$ cat src/rtl/board_state_mapper.sv
// Battleship board store: command execution via valid/ready and a 2-stage pixel-to-cell-code lookup.
// Optional FOG_OF_WAR_EN: the pixel path shows un-hit ship cells (code 3) as water (code 1).
`timescale 1ns/1ps

// state   | meaning
// S_IDLE  | ready for a command
// S_EXEC  | read-modify-write of the addressed cell
// S_RESP  | one-cycle result strobe
// S_CLEAR | writing water into one cell per cycle
module board_state_mapper #(
  parameter int GRID_N    = 5,
  parameter int CELL_LOG2 = 6,
  parameter int X0        = 160,
  parameter int Y0        = 80
) (
  input  logic                                clk,
  input  logic                                rst_n,
  input  logic                                clear,
  input  logic                                cmd_valid,
  output logic                                cmd_ready,
  input  logic                                cmd_op,
  input  logic [2:0]                          cmd_row,
  input  logic [2:0]                          cmd_col,
  output logic                                rsp_valid,
  output logic [1:0]                          rsp_code,
  input  logic [9:0]                          pix_x,
  input  logic [9:0]                          pix_y,
  input  logic                                pix_en,
  output logic [2:0]                          state,
  output logic [$clog2(GRID_N*GRID_N+1)-1:0]  ships_left,
  output logic                                all_sunk
);

  localparam int NCELL = GRID_N * GRID_N;
  localparam int IDXW  = $clog2(NCELL);
  localparam int SLW   = $clog2(NCELL + 1);

  localparam logic [2:0] C_BLACK = 3'd0;
  localparam logic [2:0] C_WATER = 3'd1;
  localparam logic [2:0] C_WHIT  = 3'd2;
  localparam logic [2:0] C_SHIP  = 3'd3;
  localparam logic [2:0] C_SHIT  = 3'd4;

  localparam logic [1:0] RC_OK  = 2'b00;
  localparam logic [1:0] RC_HIT = 2'b01;
  localparam logic [1:0] RC_REP = 2'b10;
  localparam logic [1:0] RC_INV = 2'b11;

  localparam logic [5:0]      N6       = 6'(GRID_N);
  localparam logic [3:0]      N4       = 4'(GRID_N);
  localparam logic [9:0]      N10      = 10'(GRID_N);
  localparam logic [IDXW-1:0] IDX_LAST = IDXW'(NCELL - 1);
  localparam logic [SLW-1:0]  SL_MAX   = SLW'(NCELL);

  typedef enum logic [1:0] {S_IDLE, S_EXEC, S_RESP, S_CLEAR} fsm_t;

  fsm_t            r_fsm;
  logic [2:0]      r_cells [NCELL];
  logic            r_cmd_ready;
  logic            r_rsp_valid;
  logic [1:0]      r_rsp_code;
  logic [SLW-1:0]  r_ships;
  logic            r_placed;
  logic            r_op;
  logic [2:0]      r_row;
  logic [2:0]      r_col;
  logic [IDXW-1:0] r_clr_idx;

  logic            w_cmd_in_range;
  logic [IDXW-1:0] w_cmd_idx;
  logic [2:0]      w_cur;

  assign w_cmd_in_range = ({1'b0, r_row} < N4) && ({1'b0, r_col} < N4);
  assign w_cmd_idx      = IDXW'({3'b000, r_row} * N6 + {3'b000, r_col});
  assign w_cur          = w_cmd_in_range ? r_cells[w_cmd_idx] : C_BLACK;

  always_ff @(posedge clk or negedge rst_n) begin
    if (!rst_n) begin
      r_fsm       <= S_IDLE;
      r_cmd_ready <= 1'b1;
      r_rsp_valid <= 1'b0;
      r_rsp_code  <= RC_OK;
      r_ships     <= '0;
      r_placed    <= 1'b0;
      r_op        <= 1'b0;
      r_row       <= '0;
      r_col       <= '0;
      r_clr_idx   <= '0;
      for (int i = 0; i < NCELL; i++) r_cells[i] <= C_WATER;
    end else if (clear) begin
      // clear wins over everything; any in-flight command is silently dropped
      r_fsm       <= S_CLEAR;
      r_cmd_ready <= 1'b0;
      r_rsp_valid <= 1'b0;
      r_ships     <= '0;
      r_placed    <= 1'b0;
      r_clr_idx   <= '0;
    end else begin
      case (r_fsm)
        S_IDLE: begin
          r_rsp_valid <= 1'b0;
          if (cmd_valid) begin
            r_op        <= cmd_op;
            r_row       <= cmd_row;
            r_col       <= cmd_col;
            r_cmd_ready <= 1'b0;
            r_fsm       <= S_EXEC;
          end
        end
        S_EXEC: begin
          r_rsp_valid <= 1'b1;
          r_fsm       <= S_RESP;
          if (!w_cmd_in_range) begin
            r_rsp_code <= RC_INV;
          end else if (!r_op) begin
            if (w_cur == C_WATER) begin
              r_cells[w_cmd_idx] <= C_SHIP;
              if (r_ships != SL_MAX) r_ships <= r_ships + 1'b1;
              r_placed   <= 1'b1;
              r_rsp_code <= RC_OK;
            end else if (w_cur == C_SHIP) begin
              r_rsp_code <= RC_REP;
            end else begin
              r_rsp_code <= RC_INV;
            end
          end else begin
            if (w_cur == C_WATER) begin
              r_cells[w_cmd_idx] <= C_WHIT;
              r_rsp_code <= RC_OK;
            end else if (w_cur == C_SHIP) begin
              r_cells[w_cmd_idx] <= C_SHIT;
              if (r_ships != '0) r_ships <= r_ships - 1'b1;
              r_rsp_code <= RC_HIT;
            end else begin
              r_rsp_code <= RC_REP;
            end
          end
        end
        S_RESP: begin
          r_rsp_valid <= 1'b0;
          r_cmd_ready <= 1'b1;
          r_fsm       <= S_IDLE;
        end
        S_CLEAR: begin
          r_cells[r_clr_idx] <= C_WATER;
          if (r_clr_idx == IDX_LAST) begin
            r_cmd_ready <= 1'b1;
            r_fsm       <= S_IDLE;
          end else begin
            r_clr_idx <= r_clr_idx + 1'b1;
          end
        end
        default: begin
          r_cmd_ready <= 1'b1;
          r_rsp_valid <= 1'b0;
          r_fsm       <= S_IDLE;
        end
      endcase
    end
  end

  logic [10:0]     w_dx_full;
  logic [10:0]     w_dy_full;
  logic [9:0]      w_dx;
  logic [9:0]      w_dy;
  logic [9:0]      w_col_full;
  logic [9:0]      w_row_full;
  logic            w_in_grid;
  logic            w_border;
  logic [IDXW-1:0] w_pix_idx;
  logic            r_s1_show;
  logic [IDXW-1:0] r_s1_idx;
  logic [2:0]      w_cell_pix;
  logic [2:0]      r_pix_state;

  assign w_dx_full  = {1'b0, pix_x} - 11'(X0);
  assign w_dy_full  = {1'b0, pix_y} - 11'(Y0);
  assign w_dx       = w_dx_full[9:0];
  assign w_dy       = w_dy_full[9:0];
  assign w_col_full = w_dx >> CELL_LOG2;
  assign w_row_full = w_dy >> CELL_LOG2;
  assign w_in_grid  = !w_dx_full[10] && !w_dy_full[10] && (w_row_full < N10) &&
                      (w_col_full < N10) && pix_en;
  assign w_border   = (w_dx[CELL_LOG2-1:0] == '0) || (w_dy[CELL_LOG2-1:0] == '0);
  assign w_pix_idx  = IDXW'({3'b000, w_row_full[2:0]} * N6 + {3'b000, w_col_full[2:0]});

`ifdef FOG_OF_WAR_EN
  assign w_cell_pix = (r_cells[r_s1_idx] == C_SHIP) ? C_WATER : r_cells[r_s1_idx];
`else
  assign w_cell_pix = r_cells[r_s1_idx];
`endif

  always_ff @(posedge clk or negedge rst_n) begin
    if (!rst_n) begin
      r_s1_show   <= 1'b0;
      r_s1_idx    <= '0;
      r_pix_state <= C_BLACK;
    end else begin
      r_s1_show   <= w_in_grid && !w_border;
      r_s1_idx    <= w_in_grid ? w_pix_idx : '0;
      r_pix_state <= r_s1_show ? w_cell_pix : C_BLACK;
    end
  end

  assign cmd_ready  = r_cmd_ready;
  assign rsp_valid  = r_rsp_valid;
  assign rsp_code   = r_rsp_code;
  assign state      = r_pix_state;
  assign ships_left = r_ships;
  assign all_sunk   = r_placed && (r_ships == '0);

endmodule

$ cat config.mk
export PLATFORM = sky130hd
export DESIGN_NAME = board_state_mapper
export DESIGN_NICKNAME = d
export VERILOG_FILES = /design/src/rtl/board_state_mapper.sv
export SDC_FILE = /design/constraint.sdc
export NUM_CORES = 1
export LEC_CHECK = 0
export BUFFER_PORTS_ARGS = -buffer_cell sky130_fd_sc_hd__buf_4
export CORE_UTILIZATION = 62
export CTS_CLUSTER_SIZE = 28
export DETAILED_ROUTE_END_ITERATION = 10
export GPL_TIMING_DRIVEN = 0
export PLACE_DENSITY_LB_ADDON = 0.1
export SLEW_MARGIN = 40
export SYNTH_ARGS = -nofsm -noshare
export SYNTH_HDL_FRONTEND = slang
export SYNTH_SLANG_ARGS = --single-unit
$ cat constraint.sdc
create_clock -name clk -period 5.4 [get_ports clk]
set_clock_uncertainty 0.15 [all_clocks]
set_input_delay 0.54 -clock clk [delete_from_list [all_inputs] [get_ports clk]]
set_output_delay 0.54 -clock clk [all_outputs]
set_load 0.03 [all_outputs]
# == Word level (Yosys, flattened, before mapping) ==
# Index checks and enable logic that the tools add are counted.
# totals
reg_bits,108
latch_bits,0
mem_bits_rw,0
romBits,0
inputBits,32
output_inout_bits,13
elab_cells,177
mem_count,0
# op_classes
n_addsub,7
n_mul,2
n_div,0
n_lt_le_gt_ge,9
eq_ne,15
shift,0
n_mux,52
n_bitwise,16
reduce_logical,38
# ops
cell,count
two-way mux 75 bit,5
bitwise AND 50 bit,3
inverter 50 bit,3
case mux 75 bit (2 select lines),1
OR 25 bit,3
two-way mux 5 bit,13
OR 50 bit,1
binary-select mux 3 bit (select 5 bit),2
demux 3 bit (select 5 bit),2
bitwise AND 25 bit,1
inverter 25 bit,1
two-way mux 3 bit,8
"greater-or-equal comparator 6 bit, second input constant",3
inverter 5 -> 6 bit,3
two-way mux 2 bit,8
"!= test 3 bit, second input constant",5
nonzero test 3 bit,5
zero test 6 bit,2
"< comparator 6 x 1 -> 1 bit, second input constant",2
"subtractor 10 x 7 -> 11 bit, second input constant",1
"subtractor 10 x 8 -> 11 bit, second input constant",1
"adder 5 x 1 -> 5 bit, second input constant",2
adder 5 x 3 -> 5 bit,2
"multiplier 3 x 3 -> 5 bit, second input constant",2
29 further kinds,60

# == Depth between registers and ports, before layout ==
# depth
depth_word,14
mapped_depth,15
ltp_nobuf,12

# == Least setup slack after synthesis ==
# No wires, ideal clock.
# synth_timing
path_kind,register to register
startpoint,register r_row[0]
endpoint,"register r_ships[4], in the netlist ships_left[4]"
setup_time_ns,0.078
t_arrival_ns,3.890
required_time_ns,5.172
slack_ns,1.282
path_stages_with_launch,16
path_buffers,3
synth_period_minus_slack_ns,4.118
path_cell_list,dfrtp_1 -> ha_1 -> ha_1 -> inv_1 -> fa_1 -> clkbuf_1 -> nor2_1 -> a22o_1 -> o22a_1 -> a311o_1 -> or3_1 -> buf_6 -> a211o_1 -> buf_6 -> or3_1 -> a21oi_1
# synth_between
elab_chain_len,10
word_cells_on_any_way,17
classes_between,add/sub: 1; mul: 1; order compare: 1; eq/ne: 3; mux: 4; bitwise: 1; reduce/logical: 6
# synth_lines
element,line,source
from (decl),65,logic [2:0] r_row;
from (signal assigned),104,r_row <= cmd_row;
multiplier 3 x 3 -> 5 bit,74,"assign w_cmd_idx = IDXW'({3'b000, r_row} * N6 + {3'b000, r_col});"
adder 5 x 3 -> 5 bit,74,
inverter 5 -> 6 bit (implied by the code),75,assign w_cur = w_cmd_in_range ? r_cells[w_cmd_idx] : C_BLACK;
binary-select mux 3 bit (select 5 bit),75,
two-way mux 3 bit (implied by the code) (2 in a row),75,
two-way mux 3 bit,75,
== test 3 x 1 -> 1 bit or == test 3 x 2 -> 1 bit (tied branches),"116, 127, 130",
!= test 3 bit (no line) or nonzero test 3 bit (tied branches),n/a,
AND reduction 7 bit (no line) (*),n/a,
to (signal assigned),118,if (r_ships != SL_MAX) r_ships <= r_ships + 1'b1;
to (signal assigned),132,if (r_ships != '0) r_ships <= r_ships - 1'b1;
to (decl),62,logic [SLW-1:0] r_ships;
# Mark *: on every way between the ends. The rest lies on a longest branch, timed or not. The select of a mux whose other input is x is not followed.
# A chain may end at the register's enable or synchronous reset.

==> impl_results.md <==
- WL per Instance: 25.3 microns
- TritonCTS buffer count: 9
- Switching power: 1.23 mW
- Io pins: 45
- Largest net degree at the start of global routing: between 100 and 150
- Reg clk slew, reported paths: 80 ps
- Gr ovfl total: 0
- Yosys warnings: 0
- Max layer used: met4
- Clock buffer depth: 2
- Number of detailed-route iterations in the first pass: 6
- Period utilisation layout: 95.6%
- Number of global-route vias before repair: 6909
- Ys flop type: dfrtp_1
- Via density: 7.29
- Overall power: 2.96 mW
- Sequential cell area: approximately 2700 sq um
- Global-route wire length before repair: 38400 microns
- Routability cong.: 0.983
- First DRT Iteration DRCs: 973
- Clk root buf: clkbuf_16
- Cells after synthesis: 756
- Placed insts: 943
- Clock network fraction of total power: around 22%
- CTS Sinks: between 100 and 150
- Post-Syn Area: 7330 sq um
- Unique masters post-synth: 70
- Max Cap Violations: 0
- Cell Pwr Density: 360 nW/um^2
- Setup TNS: 0 ps
- Area of the multi-input gates: 4260 sq um
- Sequential cell area fraction in the yosys report: 37.3%
- Hold Crit Class: in -> reg
- NumNets Final: 872
- Die width: 111 microns
- Number of flops mapped to enable cells by yosys: 0
- Metal3 WL: 3060 microns
- Async S/R FF share, synth: 100%
- Total Routing Usage GR: 41.3%
- HPWL Detailed: 18100 microns
- CTS H-tree lvls: 3
- Slew HR: 39.1%
- Slew Viols, Final: 0
- Count leader, synth: o21ai_0
- CP endpoint kind: flop
- Switching share of power: 41.8%
- RSZ-0062 raised after global routing: false
- Final Hold Vio Count: 0
- Die Ht: approximately 110 microns
- P_int: 1.72 mW
- Metal2 WL: about 11000 microns
- Routed vias: ~7000
- Status: completed
- Clk_lat worst skew: 370 ps
- P_leak: about 3.4 nW
- CP Class: reg -> reg
- Yosys top cell by area: dfrtp_1
- Syn Area/Cell: 9.70 sq um
- F_max: 0.194 GHz
- Buffers on Ports: 43
- Sequential Power Share: 36.1%
- M1 WL: around 9100 microns
- Yosys reg bits: 108
- Top cells by count, synth: 111 x o21ai_0, 82 x dfrtp_1, 70 x nor2_1, 50 x nand2_1, 35 x inv_1
- Fin area: 8210 sq um
- Routed Wire Length: roughly 24000 microns
- Logic pwr share: between 40% and 50%
- Post-CTS Setup Repair Bufs: 0
- Worst EP arrival: 5320 ps
- Worst-margin pin slew: 901 ps
- Ant diodes: 0
- CTS tree: done
- Startpoint Class: flop
- Area of the core: approximately 11000 sq um
- Detailed-route DRC error count: 0
- Syn-to-layout area delta: 12.0%
- Fin cells: between 900 and 1000
- Largest cells by area after synthesis: dfrtp_1 28%, dfstp_2 9.3%, mux4_2 8.3%
- Utilization after layout: 71.6%
- Max FO, Critical Path: 10
- Syn_nets: 815
- Antenna violations before repair: 0
- Placed Area: 7860 sq um
- Share of cells above drive strength 1: around a fifth
- Period minus WS final: 5160 ps
- Final setup viols: 0
- Top-area cell type share of the netlist area: 28.0%
- Fillers: 868
- Peak supply drop: 0.000407 V
- DRT antenna net count: 0
- Die Area: 12300 sq um
- Cell Rows: 39
- Initial Util: 63.9%
- WP data required: 5560 ps
[kinds of logic (layout without fill, tap and decap cells)]
logic type | count (synthesis) | after routing | share of synthesized area [%]
AND/OR/NAND/NOR | 203 | 203 | 13.1
multiplexers | 63 | 63 | 15.2
flip-flops | 108 | 108 | 37.3
XOR/XNOR | 17 | 17 | 2.03
buffers and inverters | 81 | 143 | 5.05
AO/OA/AOI/OAI | 257 | 257 | 22.4
adder cells (fa/ha/maj) | 27 | 27 | 4.92
[power groups by stage]
stage,logic (mW),registers (mW),clock network (mW)
2_1_floorplan,0.781,1.05,0
3_3_place_gp,1.13,1.06,0
3_5_place_dp,1.17,1.07,0
4_1_cts,1.18,1.06,0.661
5_1_grt,1.29,1.07,0.691
6_report,1.23,1.07,0.658
[routing by layer]
| metal | GRT usage, % | vias up |
|---|---|---|
| li1 | - | 2931 |
| met1 | 54.2 | 3387 |
| met2 | 63.8 | 575 |
| met3 | 12.0 | 117 |
| met4 | 18.8 | 0 |
| met5 | 0 | - |
[area by class of cell]
class / count / share of cell area, %
buffer: 45 / 2.90
clock inverter: 6 / 0.686
timing repair buffer: 46 / 4.54
multi-input combinational: 567 / 51.9
tap: 143 / 2.18
sequential: 108 / 33.3
inverter: 36 / 1.65
clock buffer: 10 / 2.79
[placed cells by master, fill, tap and decap left out, types with 9 or more instances in the layout]
cell type,Yosys,routed
nor2_1,70,70
mux2i_1,19,19
inv_1,35,35
nor3_1,20,15
clkbuf_16,0,9
ha_1,24,24
nand2b_1,9,9
a21oi_1,34,34
dfrtp_1,82,82
dfstp_2,26,26
a2bb2oi_1,15,15
a22o_1,13,13
mux4_2,27,27
o2bb2ai_1,14,14
buf_2,8,9
a31oi_1,10,10
xor2_1,9,9
nand2_1,50,50
clkbuf_1,27,26
o21ai_0,111,111
buf_4,0,42
nand3_1,14,14
[timing repair]
action                                  in CTS  in global routing
hold buffers                                 0                  1
resized for setup                            0                  1
hold endpoints to repair                     0                 36
endpoints found under the setup margin       0                 10
[final timing paths]
path / from / slack [ps] / end / depth (start not counted)
worst min register to register: r_cells[39] / 340 / r_cells[39] / 2
min in group asynchronous: rst_n / 500 / r_row[2] / 2
max in group asynchronous: rst_n / 3920 / r_cells[60] / 3
worst max-delay path: r_row[0] / 240 / flop / 14
worst max register to register: r_row[0] / 240 / flop / 14
worst min-delay path: cmd_op / 220 / r_op / 3
[through the flow]
step           hold slack, ps  setup slack [ps]
2_1_floorplan            94.4              1280
3_3_place_gp              320               355
3_5_place_dp              322               323
4_1_cts                   114               297
5_1_grt                   252              84.7
6_report                  222               236
[worst max-delay path, stage by stage (launching register included)]
cell,delay [ps]
dfrtp_1,410
ha_1,310
ha_1,300
inv_1,60
fa_1,620
clkbuf_1,440
nor2_1,190
a22o_1,240
o22a_1,190
a311o_1,320
nor3_4,430
nand3_1,450
nor2_4,430
buf_2,350
a22o_1,200
Note: power is estimated with default switching activity, not from simulation.
